$ cat config.mk
export PLATFORM = sky130hd
export DESIGN_NAME = multicycle_control
export DESIGN_NICKNAME = d
export VERILOG_FILES = /design/src/rtl/ctrl_pkg.sv /design/src/rtl/multicycle_op_decode.sv /design/src/rtl/multicycle_control.sv
export SDC_FILE = /design/constraint.sdc
export NUM_CORES = 1
export LEC_CHECK = 0
export ABC_CLOCK_PERIOD_IN_PS = 5500
export CAP_MARGIN = 20
export CORE_MARGIN = 2
export CORE_UTILIZATION = 45
export CTS_CLUSTER_SIZE = 16
export DETAILED_ROUTE_END_ITERATION = 8
export GPL_ROUTABILITY_DRIVEN = 0
export GPL_TIMING_DRIVEN = 0
export PLACE_DENSITY = 0.8
export SLEW_MARGIN = 20
export SYNTH_ARGS = -nofsm -noshare
export SYNTH_HDL_FRONTEND = slang
export SYNTH_SLANG_ARGS = --single-unit
$ cat constraint.sdc
create_clock -name clk -period 5.5 [get_ports clk]
set_clock_uncertainty 0.15 [all_clocks]
set_input_delay 1.375 -clock clk [delete_from_list [all_inputs] [get_ports clk]]
set_output_delay 1.375 -clock clk [all_outputs]
set_load 0.02 [all_outputs]
$ cat src/rtl/ctrl_pkg.sv
// Shared encodings for the multi-cycle control unit: FSM states, opcodes,
// ALUOp codes, datapath mux selects and the decoder's instruction classes.
package ctrl_pkg;

    typedef enum logic [3:0] {
        S_RESET  = 4'd0,
        S_FETCH  = 4'd1,
        S_DECODE = 4'd2,
        S_EXEC   = 4'd3,
        S_RWB    = 4'd4,
        S_MEMADR = 4'd5,
        S_MEMRD  = 4'd6,
        S_MEMWB  = 4'd7,
        S_MEMWR  = 4'd8,
        S_BRANCH = 4'd9,
        S_JUMP   = 4'd10,
        S_JAL    = 4'd11,
        S_IMMEX  = 4'd12,
        S_IMMWB  = 4'd13,
        S_TRAP   = 4'd14
    } state_t;

    typedef enum logic [2:0] {
        CL_R, CL_MEM, CL_BRANCH, CL_JUMP, CL_JAL, CL_IMM, CL_ILLEGAL
    } op_class_t;

    localparam logic [5:0] OP_R    = 6'h00;
    localparam logic [5:0] OP_J    = 6'h02;
    localparam logic [5:0] OP_JAL  = 6'h03;
    localparam logic [5:0] OP_BEQ  = 6'h04;
    localparam logic [5:0] OP_BNE  = 6'h05;
    localparam logic [5:0] OP_ADDI = 6'h08;
    localparam logic [5:0] OP_SLTI = 6'h0A;
    localparam logic [5:0] OP_ANDI = 6'h0C;
    localparam logic [5:0] OP_ORI  = 6'h0D;
    localparam logic [5:0] OP_XORI = 6'h0E;
    localparam logic [5:0] OP_LUI  = 6'h0F;
    localparam logic [5:0] OP_LW   = 6'h23;
    localparam logic [5:0] OP_SW   = 6'h2B;

    localparam logic [2:0] ALU_ADD   = 3'b000;
    localparam logic [2:0] ALU_SUB   = 3'b001;
    localparam logic [2:0] ALU_FUNCT = 3'b010;
    localparam logic [2:0] ALU_AND   = 3'b011;
    localparam logic [2:0] ALU_OR    = 3'b100;
    localparam logic [2:0] ALU_SLT   = 3'b101;
    localparam logic [2:0] ALU_XOR   = 3'b110;
    localparam logic [2:0] ALU_LUI   = 3'b111;

    localparam logic [1:0] SRCB_B    = 2'b00;
    localparam logic [1:0] SRCB_4    = 2'b01;
    localparam logic [1:0] SRCB_IMM  = 2'b10;
    localparam logic [1:0] SRCB_IMM2 = 2'b11;

    localparam logic [1:0] PCSRC_ALU  = 2'b00;
    localparam logic [1:0] PCSRC_OUT  = 2'b01;
    localparam logic [1:0] PCSRC_JUMP = 2'b10;

    localparam logic [1:0] RD_RT = 2'b00;
    localparam logic [1:0] RD_RD = 2'b01;
    localparam logic [1:0] RD_31 = 2'b10;

endpackage

$ cat src/rtl/multicycle_op_decode.sv
// Combinational opcode decoder: instruction class, immediate extension mode
// and ALUOp for the immediate-execute state.
// Build option: CTRL_EXT_OP_EN adds xori/lui to the immediate table.
module multicycle_op_decode
    import ctrl_pkg::*;
#(
    parameter int OP_W    = 6,
    parameter int ALUOP_W = 3
) (
    input  logic [OP_W-1:0]    op,
    output op_class_t          op_class,
    output logic               ext_mode,
    output logic [ALUOP_W-1:0] imm_aluop,
    output logic               legal
);

    // opcode lookup; anything not listed is illegal
    always_comb begin
        op_class  = CL_ILLEGAL;
        ext_mode  = 1'b0;
        imm_aluop = ALUOP_W'(ALU_ADD);
        case (op)
            OP_W'(OP_R):    op_class = CL_R;
            OP_W'(OP_LW),
            OP_W'(OP_SW):   op_class = CL_MEM;
            OP_W'(OP_BEQ),
            OP_W'(OP_BNE):  op_class = CL_BRANCH;
            OP_W'(OP_J):    op_class = CL_JUMP;
            OP_W'(OP_JAL):  op_class = CL_JAL;
            OP_W'(OP_ADDI): begin
                op_class  = CL_IMM;
                ext_mode  = 1'b1;
                imm_aluop = ALUOP_W'(ALU_ADD);
            end
            OP_W'(OP_SLTI): begin
                op_class  = CL_IMM;
                ext_mode  = 1'b1;
                imm_aluop = ALUOP_W'(ALU_SLT);
            end
            OP_W'(OP_ANDI): begin
                op_class  = CL_IMM;
                imm_aluop = ALUOP_W'(ALU_AND);
            end
            OP_W'(OP_ORI): begin
                op_class  = CL_IMM;
                imm_aluop = ALUOP_W'(ALU_OR);
            end
`ifdef CTRL_EXT_OP_EN
            OP_W'(OP_XORI): begin
                op_class  = CL_IMM;
                imm_aluop = ALUOP_W'(ALU_XOR);
            end
            OP_W'(OP_LUI): begin
                op_class  = CL_IMM;
                imm_aluop = ALUOP_W'(ALU_LUI);
            end
`endif
            default: op_class = CL_ILLEGAL;
        endcase
    end

    assign legal = (op_class != CL_ILLEGAL);

endmodule

$ cat src/rtl/multicycle_control.sv
// Multi-cycle MIPS control unit: Moore FSM with memory-wait timeout trap.
// Build option: CTRL_EXT_OP_EN (forwarded to multicycle_op_decode).
//
// state    | meaning
// S_RESET  | held in reset, all strobes off
// S_FETCH  | read instruction at PC, PC+4 on mem_ready
// S_DECODE | compute branch target, dispatch on op
// S_EXEC   | R-type ALU operation
// S_RWB    | R-type write-back to rd
// S_MEMADR | load/store address computation
// S_MEMRD  | data read, waits on mem_ready
// S_MEMWB  | load write-back from MDR to rt
// S_MEMWR  | data write, waits on mem_ready
// S_BRANCH | beq/bne compare and conditional PC load
// S_JUMP   | j: PC <- jump target
// S_JAL    | jal: PC <- jump target, $31 <- PC
// S_IMMEX  | immediate ALU operation
// S_IMMWB  | immediate write-back to rt
// S_TRAP   | illegal opcode or memory timeout, absorbing
module multicycle_control
    import ctrl_pkg::*;
#(
    parameter int OP_W        = 6,
    parameter int ALUOP_W     = 3,
    parameter int MEM_TIMEOUT = 15,
    parameter int TO_W        = 4
) (
    input  logic               clk,
    input  logic               reset,
    input  logic [OP_W-1:0]    op,
    input  logic               mem_ready,
    output logic               PCWrite,
    output logic               PCWriteCond,
    output logic               BranchNe,
    output logic               IorD,
    output logic               MemRead,
    output logic               MemWrite,
    output logic               IRWrite,
    output logic [1:0]         RegDst,
    output logic               MemtoReg,
    output logic               PCToReg,
    output logic               RegWrite,
    output logic               ALUSrcA,
    output logic [1:0]         ALUSrcB,
    output logic               ExtMode,
    output logic [ALUOP_W-1:0] ALUOp,
    output logic [1:0]         PCSource,
    output logic               illegal,
    output logic [3:0]         state_o
);

    state_t             state, state_next;
    logic [TO_W-1:0]    wait_cnt;
    logic               mem_state;
    logic               timeout_hit;
    op_class_t          dec_class;
    logic               dec_ext;
    logic [ALUOP_W-1:0] dec_aluop;
    logic               dec_legal;

    multicycle_op_decode #(
        .OP_W    (OP_W),
        .ALUOP_W (ALUOP_W)
    ) u_decode (
        .op        (op),
        .op_class  (dec_class),
        .ext_mode  (dec_ext),
        .imm_aluop (dec_aluop),
        .legal     (dec_legal)
    );

    assign mem_state   = (state == S_FETCH) || (state == S_MEMRD) || (state == S_MEMWR);
    // the last allowed not-ready cycle: its closing edge would make the count reach MEM_TIMEOUT
    assign timeout_hit = mem_state && !mem_ready && (wait_cnt == TO_W'(MEM_TIMEOUT - 1));

    // state register
    always_ff @(posedge clk or posedge reset) begin
        if (reset) state <= S_RESET;
        else       state <= state_next;
    end

    // wait counter: clears on every state change, counts not-ready cycles in memory states
    always_ff @(posedge clk or posedge reset) begin
        if (reset)                        wait_cnt <= '0;
        else if (state_next != state)     wait_cnt <= '0;
        else if (mem_state && !mem_ready) wait_cnt <= wait_cnt + 1'b1;
    end

    // next-state logic
    always_comb begin
        state_next = state;
        case (state)
            S_RESET:  state_next = S_FETCH;
            S_FETCH:  if (mem_ready) state_next = S_DECODE;
                      else if (timeout_hit) state_next = S_TRAP;
            S_DECODE: begin
                if (!dec_legal) state_next = S_TRAP;
                else begin
                    case (dec_class)
                        CL_R:      state_next = S_EXEC;
                        CL_MEM:    state_next = S_MEMADR;
                        CL_BRANCH: state_next = S_BRANCH;
                        CL_JUMP:   state_next = S_JUMP;
                        CL_JAL:    state_next = S_JAL;
                        CL_IMM:    state_next = S_IMMEX;
                        default:   state_next = S_TRAP;
                    endcase
                end
            end
            S_EXEC:   state_next = S_RWB;
            S_MEMADR: state_next = (op == OP_W'(OP_SW)) ? S_MEMWR : S_MEMRD;
            S_MEMRD:  if (mem_ready) state_next = S_MEMWB;
                      else if (timeout_hit) state_next = S_TRAP;
            S_MEMWR:  if (mem_ready) state_next = S_FETCH;
                      else if (timeout_hit) state_next = S_TRAP;
            S_IMMEX:  state_next = S_IMMWB;
            S_RWB, S_MEMWB, S_BRANCH, S_JUMP, S_JAL, S_IMMWB:
                      state_next = S_FETCH;
            S_TRAP:   state_next = S_TRAP;
            default:  state_next = S_TRAP;
        endcase
    end

    // Moore output table; only FETCH's IRWrite/PCWrite look at mem_ready
    always_comb begin
        PCWrite     = 1'b0;
        PCWriteCond = 1'b0;
        BranchNe    = 1'b0;
        IorD        = 1'b0;
        MemRead     = 1'b0;
        MemWrite    = 1'b0;
        IRWrite     = 1'b0;
        RegDst      = RD_RT;
        MemtoReg    = 1'b0;
        PCToReg     = 1'b0;
        RegWrite    = 1'b0;
        ALUSrcA     = 1'b0;
        ALUSrcB     = SRCB_B;
        ExtMode     = 1'b0;
        ALUOp       = ALUOP_W'(ALU_ADD);
        PCSource    = PCSRC_ALU;
        case (state)
            S_FETCH: begin
                MemRead = 1'b1;
                ALUSrcB = SRCB_4;
                IRWrite = mem_ready;
                PCWrite = mem_ready;
            end
            S_DECODE: begin
                ALUSrcB = SRCB_IMM2;
                ExtMode = 1'b1;
            end
            S_EXEC: begin
                ALUSrcA = 1'b1;
                ALUOp   = ALUOP_W'(ALU_FUNCT);
            end
            S_RWB: begin
                RegDst   = RD_RD;
                RegWrite = 1'b1;
            end
            S_MEMADR: begin
                ALUSrcA = 1'b1;
                ALUSrcB = SRCB_IMM;
                ExtMode = 1'b1;
            end
            S_MEMRD: begin
                MemRead = 1'b1;
                IorD    = 1'b1;
            end
            S_MEMWB: begin
                MemtoReg = 1'b1;
                RegWrite = 1'b1;
            end
            S_MEMWR: begin
                MemWrite = 1'b1;
                IorD     = 1'b1;
            end
            S_BRANCH: begin
                ALUSrcA     = 1'b1;
                ALUOp       = ALUOP_W'(ALU_SUB);
                PCWriteCond = 1'b1;
                PCSource    = PCSRC_OUT;
                BranchNe    = op[0];
            end
            S_JUMP: begin
                PCWrite  = 1'b1;
                PCSource = PCSRC_JUMP;
            end
            S_JAL: begin
                PCWrite  = 1'b1;
                PCSource = PCSRC_JUMP;
                RegDst   = RD_31;
                PCToReg  = 1'b1;
                RegWrite = 1'b1;
            end
            S_IMMEX: begin
                ALUSrcA = 1'b1;
                ALUSrcB = SRCB_IMM;
                ExtMode = dec_ext;
                ALUOp   = dec_aluop;
            end
            S_IMMWB: begin
                RegWrite = 1'b1;
            end
            default: ;
        endcase
    end

    assign illegal = (state == S_TRAP);
    assign state_o = state;

endmodule

==> run summary, run 1 <==
Status -> complete, no violations
Initial antenna violation count -> 0
Syn_area_per_cell -> 7.16 um2
Layout cell share with drive strength beyond 1 -> 16.3%
Die area -> 0.00315 mm2
H-tree levels -> 1
Prevailing post-synth register cell -> dfrtp_1
Critical Path Source -> op[4]
First-pass GRT wire length -> 5580 um
Vias in the first global route -> 1292
Clock tree buffer depth -> 2
Sink Count -> 8
Synthesis-stage register bit count -> 8
Number of remaining DRC errors -> 0
Final ANT Viol Nets -> 0
TritonCTS Buffers -> 3
Net Count, Synth -> 183
Routed wire length per instance -> 14.1 um
Critical Path RT -> 3.97 ns
IO buf count -> 34
Number of hold buffers added after cts -> 0
Worst-skew pair later-pin latency -> 0.25 ns
Library cells used by synthesis -> 53
Most common cell after layout, fill and taps aside -> clkdlybuf4s50_1
VDD IR-drop max -> 0.369 mV
Fmax -> 0.185 GHz
Vias -> 1437
Tcrit/Tclk final -> 98.0%
Crit Path Class -> primary input to output port
Core area -> 0.00252 mm2
Crit path DAT -> 3.87 ns
Fin nets -> 222
Num rows -> 18
IO Count -> 35
Hold crit path type -> flip-flop to flip-flop
EDFF count, synth -> 0
Syn. warnings -> 0
Core Util, Final -> 65.8%
Width of the die -> 56.1 um
Cts repair resizes -> 14
DR vias/cell -> 6.04
TritonRoute pass-1 iters -> 6
CTS root buffer -> clkbuf_4
Max-Cap Viols -> 0
R2R depth -> 8
Die height -> 56.1 um
Final min period -> 5.39 ns
R2R Setup Slk -> 3.00 ns
Initial Util -> 48.5%
Max-slew violation count -> 0
Area Growth Syn to Fin -> 35.6%
Fin. Hold Viols -> 0
CP endpoint kind -> output port
Post-synthesis sequential area ratio -> 16.4%
Worst-margin pin slew -> 0.468 ns
Initial DRC count -> 38
Post-route design area -> 0.00166 mm2
Cell area after synthesis -> 0.00122 mm2
Final wirelength -> 3360 um
Global-route usage over all layers -> 21.2%
Placed instance area -> 0.00160 mm2
Crit path max fanout -> 6
Worst Hold Slack -> 0.456 ns
CTS tree -> done
Critical Path End -> illegal
Post-CTS setup buffer count -> 0
Reg clk slew, reported paths -> 0.05 ns
Setup TNS -> 0 ns
Largest net degree at the start of global routing -> 11
Async S/R FF share, synth -> 100%
P per Cell Area -> 473 mW/mm2
Final setup viols -> 0
Synth Instances -> 171
Worst R2R Start -> wait_cnt[0]$_DFFE_PP0P_
Commonest cells after routing, fill and taps aside -> 30 x clkdlybuf4s50_1, 24 x nor2_1, 13 x nand2_1
Ant diodes -> 0
Total grt overflow -> 0
RSZ-0062 raised after global routing -> no
CP startpoint kind -> primary input
Slew headroom -> 68.4%
Leakage power -> 0.702 nW
FF-to-FF End -> wait_cnt[1]$_DFFE_PP0P_
Dpl hpwl -> 2670 um
## how the worst min path moves through the flow
stage                             from                       to  slack, ns  cells past startpoint
5_1_grt        wait_cnt[3]$_DFFE_PP0P_  wait_cnt[3]$_DFFE_PP0P_       0.49                      2
6_report       wait_cnt[3]$_DFFE_PP0P_  wait_cnt[3]$_DFFE_PP0P_       0.46                      2
4_1_cts        wait_cnt[3]$_DFFE_PP0P_  wait_cnt[3]$_DFFE_PP0P_       0.45                      2
3_5_place_dp   wait_cnt[3]$_DFFE_PP0P_  wait_cnt[3]$_DFFE_PP0P_       0.45                      2
2_1_floorplan  wait_cnt[3]$_DFFE_PP0P_  wait_cnt[3]$_DFFE_PP0P_       0.41                      2
3_3_place_gp   wait_cnt[0]$_DFFE_PP0P_  wait_cnt[0]$_DFFE_PP0P_       0.44                      2
## flip-flops by register name (all words and copies together), names as in the netlist
register and count:
wait_cnt 4, state_o 4
## layout make-up
| class | instances | area [um2] |
|---|---|---|
| plain buffers | 13 | 92.6 |
| fillers | 232 | 863 |
| clock buffers | 3 | 22.5 |
| repair buffers | 34 | 339 |
| inverters | 8 | 30.0 |
| well taps | 30 | 37.5 |
| flip-flops and latches | 8 | 200 |
| multi-input cells | 142 | 937 |
## routing by layer
metal / GRT usage [%] / wire length (um) / vias to the layer above
met4: 5.78 / 58 / 0
li1: - / - / 696
met5: 0 / 0 / -
met3: 3.95 / 215 / 12
met2: 37.6 / 1700 / 73
met1: 25.9 / 1390 / 656
## critical path, cell delays in order
cell and delay, ns:
clkdlybuf4s50_1 0.49, or3_1 0.35, or2_2 0.31, ha_1 0.32, inv_1 0.06, o21ai_1 0.06
a32o_1 0.32, o21a_2 0.25, nor3_1 0.13, buf_2 0.19
## cells in the mapped netlist, types with 3 or more instances
cell type,instances,area (um2)
buf_4,4,30.0
nor2_1,25,93.8
a21o_1,4,30.0
ha_1,3,37.5
dfrtp_1,8,200
nand3_1,9,45.0
o21ai_0,6,30.0
nor3_1,6,30.0
inv_1,7,26.3
and3_1,5,31.3
nand2_1,13,48.8
a21oi_1,8,40.0
clkbuf_1,6,22.5
o22ai_1,6,37.5
nor2b_1,4,25.0
or2_2,4,25.0
nand4_1,3,18.8
nand2b_1,9,56.3
## power by group
part | total [W] | leakage, nW | internal (W) | switching [W]
sequential | 0.0000954 | 0.105 | 0.0000773 | 0.0000181
combinational | 0.000644 | 0.583 | 0.000273 | 0.000371
clock | 0.0000452 | 0.0138 | 0.0000250 | 0.0000202
## cell families after synthesis
kind of cell | share of synthesized area [%]
buffers and inverters | 8.49
AO/OA/AOI/OAI | 29.7
adder cells (fa/ha/maj) | 3.07
XOR/XNOR | 2.86
flip-flops | 16.4
AND/OR/NAND/NOR | 39.6
## through the flow
stage | worst slack, ns | instances | power (W)
6_report | 0.108 | 238 | 0.000784
5_1_grt | 0.0167 | 238 | 0.000837
4_1_cts | 0.0189 | 238 | 0.000777
3_5_place_dp | -0.760 | 235 | 0.000735
3_3_place_gp | -0.648 | 235 | 0.000725
2_1_floorplan | 0.373 | 171 | 0.000521
No activity file was read; power rests on OpenSTA's default activity.
==> run 2, diff against run 1 <==
--- a/config.mk
+++ b/config.mk
@@ -7,3 +7,2 @@
 export LEC_CHECK = 0
-export ABC_CLOCK_PERIOD_IN_PS = 5500
 export CAP_MARGIN = 20
--- a/constraint.sdc
+++ b/constraint.sdc
@@ -4,2 +4,2 @@
 set_output_delay 1.375 -clock clk [all_outputs]
-set_load 0.02 [all_outputs]
+set_load 0.01 [all_outputs]
==> run summary, run 2 (synthesis gave the netlist of run 1 again) <==
Worst R2R Start -> wait_cnt[0]$_DFFE_PP0P_ (unchanged)
Final setup viols -> 0 (unchanged)
Worst-skew pair later-pin latency -> 0.25 ns (about the same)
Core Util, Final -> 66.6% (was 65.8%)
Crit Path Class -> primary input to output port (unchanged)
Tcrit/Tclk final -> 97.2% (was 98.0%)
Num rows -> 18 (unchanged)
Most common cell after layout, fill and taps aside -> clkdlybuf4s50_1 (unchanged)
Die area -> 0.00315 mm2 (unchanged)
CTS tree -> done (unchanged)
Leakage power -> 0.701 nW (was 0.702 nW)
First-pass GRT wire length -> 5610 um (was 5580 um)
R2R Setup Slk -> 2.97 ns (was 3.00 ns)
Global-route usage over all layers -> 21.3% (was 21.2%)
Core area -> 0.00252 mm2 (unchanged)
Final wirelength -> 3450 um (was 3360 um)
Initial antenna violation count -> 0 (unchanged)
TritonRoute pass-1 iters -> 4 (was 6)
DP Worst Slack -> -0.692 ns (was -0.760 ns)
Fin nets -> 222 (unchanged)
Fin. Hold Viols -> 0 (unchanged)
Footprint of the multi-input gates -> 951 um2 (was 937 um2)
Power Total -> 0.000740 W (was 0.000784 W)
Slew headroom -> 68.5% (was 68.4%)
FILL cells -> 227 (was 232)
Commonest cells after routing, fill and taps aside -> 29 x clkdlybuf4s50_1, 24 x nor2_1, 13 x nand2_1 (was 30 x clkdlybuf4s50_1, 24 x nor2_1, 13 x nand2_1)
Routed wire length per instance -> 14.5 um (was 14.1 um)
Combinational share of power -> 81.1% (was 82.1%)
Met3 GRT Util -> 3.95% (unchanged)
Width of the die -> 56.1 um (unchanged)
VDD IR-drop max -> 0.305 mV (was 0.369 mV)
Fmax -> 0.187 GHz (was 0.185 GHz)
Area Growth Syn to Fin -> 37.3% (was 35.6%)
Hold Crit Start -> wait_cnt[3]$_DFFE_PP0P_ (unchanged)
Largest net degree at the start of global routing -> 11 (unchanged)
Clock tree buffer depth -> 2 (unchanged)
Clock share of power -> 6.1% (was 5.8%)
Hold crit path type -> flip-flop to flip-flop (unchanged)
Ant diodes -> 0 (unchanged)
Sink Count -> 8 (unchanged)
Initial DRC count -> 62 (was 38)
Number of remaining DRC errors -> 0 (unchanged)
Vias in the first global route -> 1305 (was 1292)
Met2 Usage GRT -> 38.5% (was 37.6%)
Number of hold buffers added after cts -> 0 (unchanged)
Worst-margin pin slew -> 0.467 ns (was 0.468 ns)
Vias -> 1424 (was 1437)
Layout cell share with drive strength beyond 1 -> 17.3% (was 16.3%)
Register area -> 200 um2 (unchanged)
Max-Cap Viols -> 0 (unchanged)
NetSw -> 0.000359 W (was 0.000409 W)
Total grt overflow -> 0 (unchanged)
CTS root buffer -> clkbuf_4 (unchanged)
Reg clk slew, reported paths -> 0.05 ns (about the same)
DR vias/cell -> 5.98 (was 6.04)
Critical Path RT -> 3.97 ns (about the same)
P per Cell Area -> 440 mW/mm2 (was 473 mW/mm2)
IO buf count -> 34 (unchanged)
Fin worst setup slack -> 0.155 ns (was 0.108 ns)
Switching Fraction -> 48.5% (was 52.2%)
Final ANT Viol Nets -> 0 (unchanged)
Setup TNS -> 0 ns (unchanged)
Critical Path Source -> op[0] (was op[4])
Sequential power share -> 12.9% (was 12.2%)
P_int -> 0.000381 W (was 0.000375 W)
Status -> complete, no violations (unchanged)
Crit path max fanout -> 10 (was 6)
Initial Util -> 48.5% (unchanged)
CP endpoint kind -> output port (unchanged)
Max-slew violation count -> 0 (unchanged)
IO Count -> 35 (unchanged)
RSZ-0062 raised after global routing -> no (unchanged)
Dpl hpwl -> 2670 um (unchanged)
Final min period -> 5.35 ns (was 5.39 ns)
GRT Max-Usage Layer -> met2 (unchanged)
CP startpoint kind -> primary input (unchanged)
H-tree levels -> 1 (unchanged)
Die height -> 56.1 um (unchanged)
Met1 usage -> 25.9% (unchanged)
Crit path DAT -> 3.82 ns (was 3.87 ns)
TritonCTS Buffers -> 3 (unchanged)
==> run 2: metal layers <==
metal	vias up	wire, um
met5	-	0
met4	0	53
met3	9	242
met2	69	1740
met1	651	1420
li1	695	-
==> run 2: layout make-up <==
| class | count | share of cell area [%] |
|---|---|---|
| Buffer | 13 | 5.88 |
| Clock buffer | 3 | 1.34 |
| Sequential cell | 8 | 11.9 |
| Timing Repair Buffer | 34 | 20.3 |
| Inverter | 8 | 1.79 |
| Tap cell | 30 | 2.23 |
| Multi-Input combinational cell | 142 | 56.6 |
==> run 2: final timing paths <==
check,endpoint,depth (start not counted)
min in group asynchronous,wait_cnt[2]$_DFFE_PP0P_,2
min reg2reg,wait_cnt[3]$_DFFE_PP0P_,2
max in group asynchronous,state_o[1]$_DFF_PP0_,2
max,illegal,13
min,wait_cnt[3]$_DFFE_PP0P_,2
max reg2reg,wait_cnt[1]$_DFFE_PP0P_,8
==> run 2: repair_timing <==
action	in CTS	in global routing
setup endpoints to repair	1	1
resized for setup	15	12
buffers inserted	0	0
==> run 2: worst max-delay path, cell delays in order <==
cell	delay (ns)
clkdlybuf4s50_1	0.50
buf_6	0.14
nand2_1	0.06
o21a_1	0.16
o21ai_0	0.14
nand2_1	0.11
ha_4	0.26
inv_1	0.05
o21ai_1	0.06
a32o_2	0.31
o21a_2	0.25
nor3_1	0.15
clkdlybuf4s15_2	0.25
==> run 2: metrics by stage <==
stage               hold WS [ns]  instance area (um2)  std cells
finish                     0.455                 1680        238
global route               0.491                 1680        238
CTS                        0.455                 1650        238
detailed placement         0.448                 1600        235
global placement           0.441                 1600        235
floorplan                  0.413                 1220        171
==> run 2: power groups by stage <==
stage	clock [W]	combinational (W)	sequential (W)
final	0.0000450	0.000600	0.0000952
after global routing	0.0000501	0.000644	0.0000984
after CTS	0.0000453	0.000589	0.0000956
after detailed placement	0	0.000586	0.0000965
after global placement	0	0.000577	0.0000951
after floorplan	0	0.000371	0.0000983
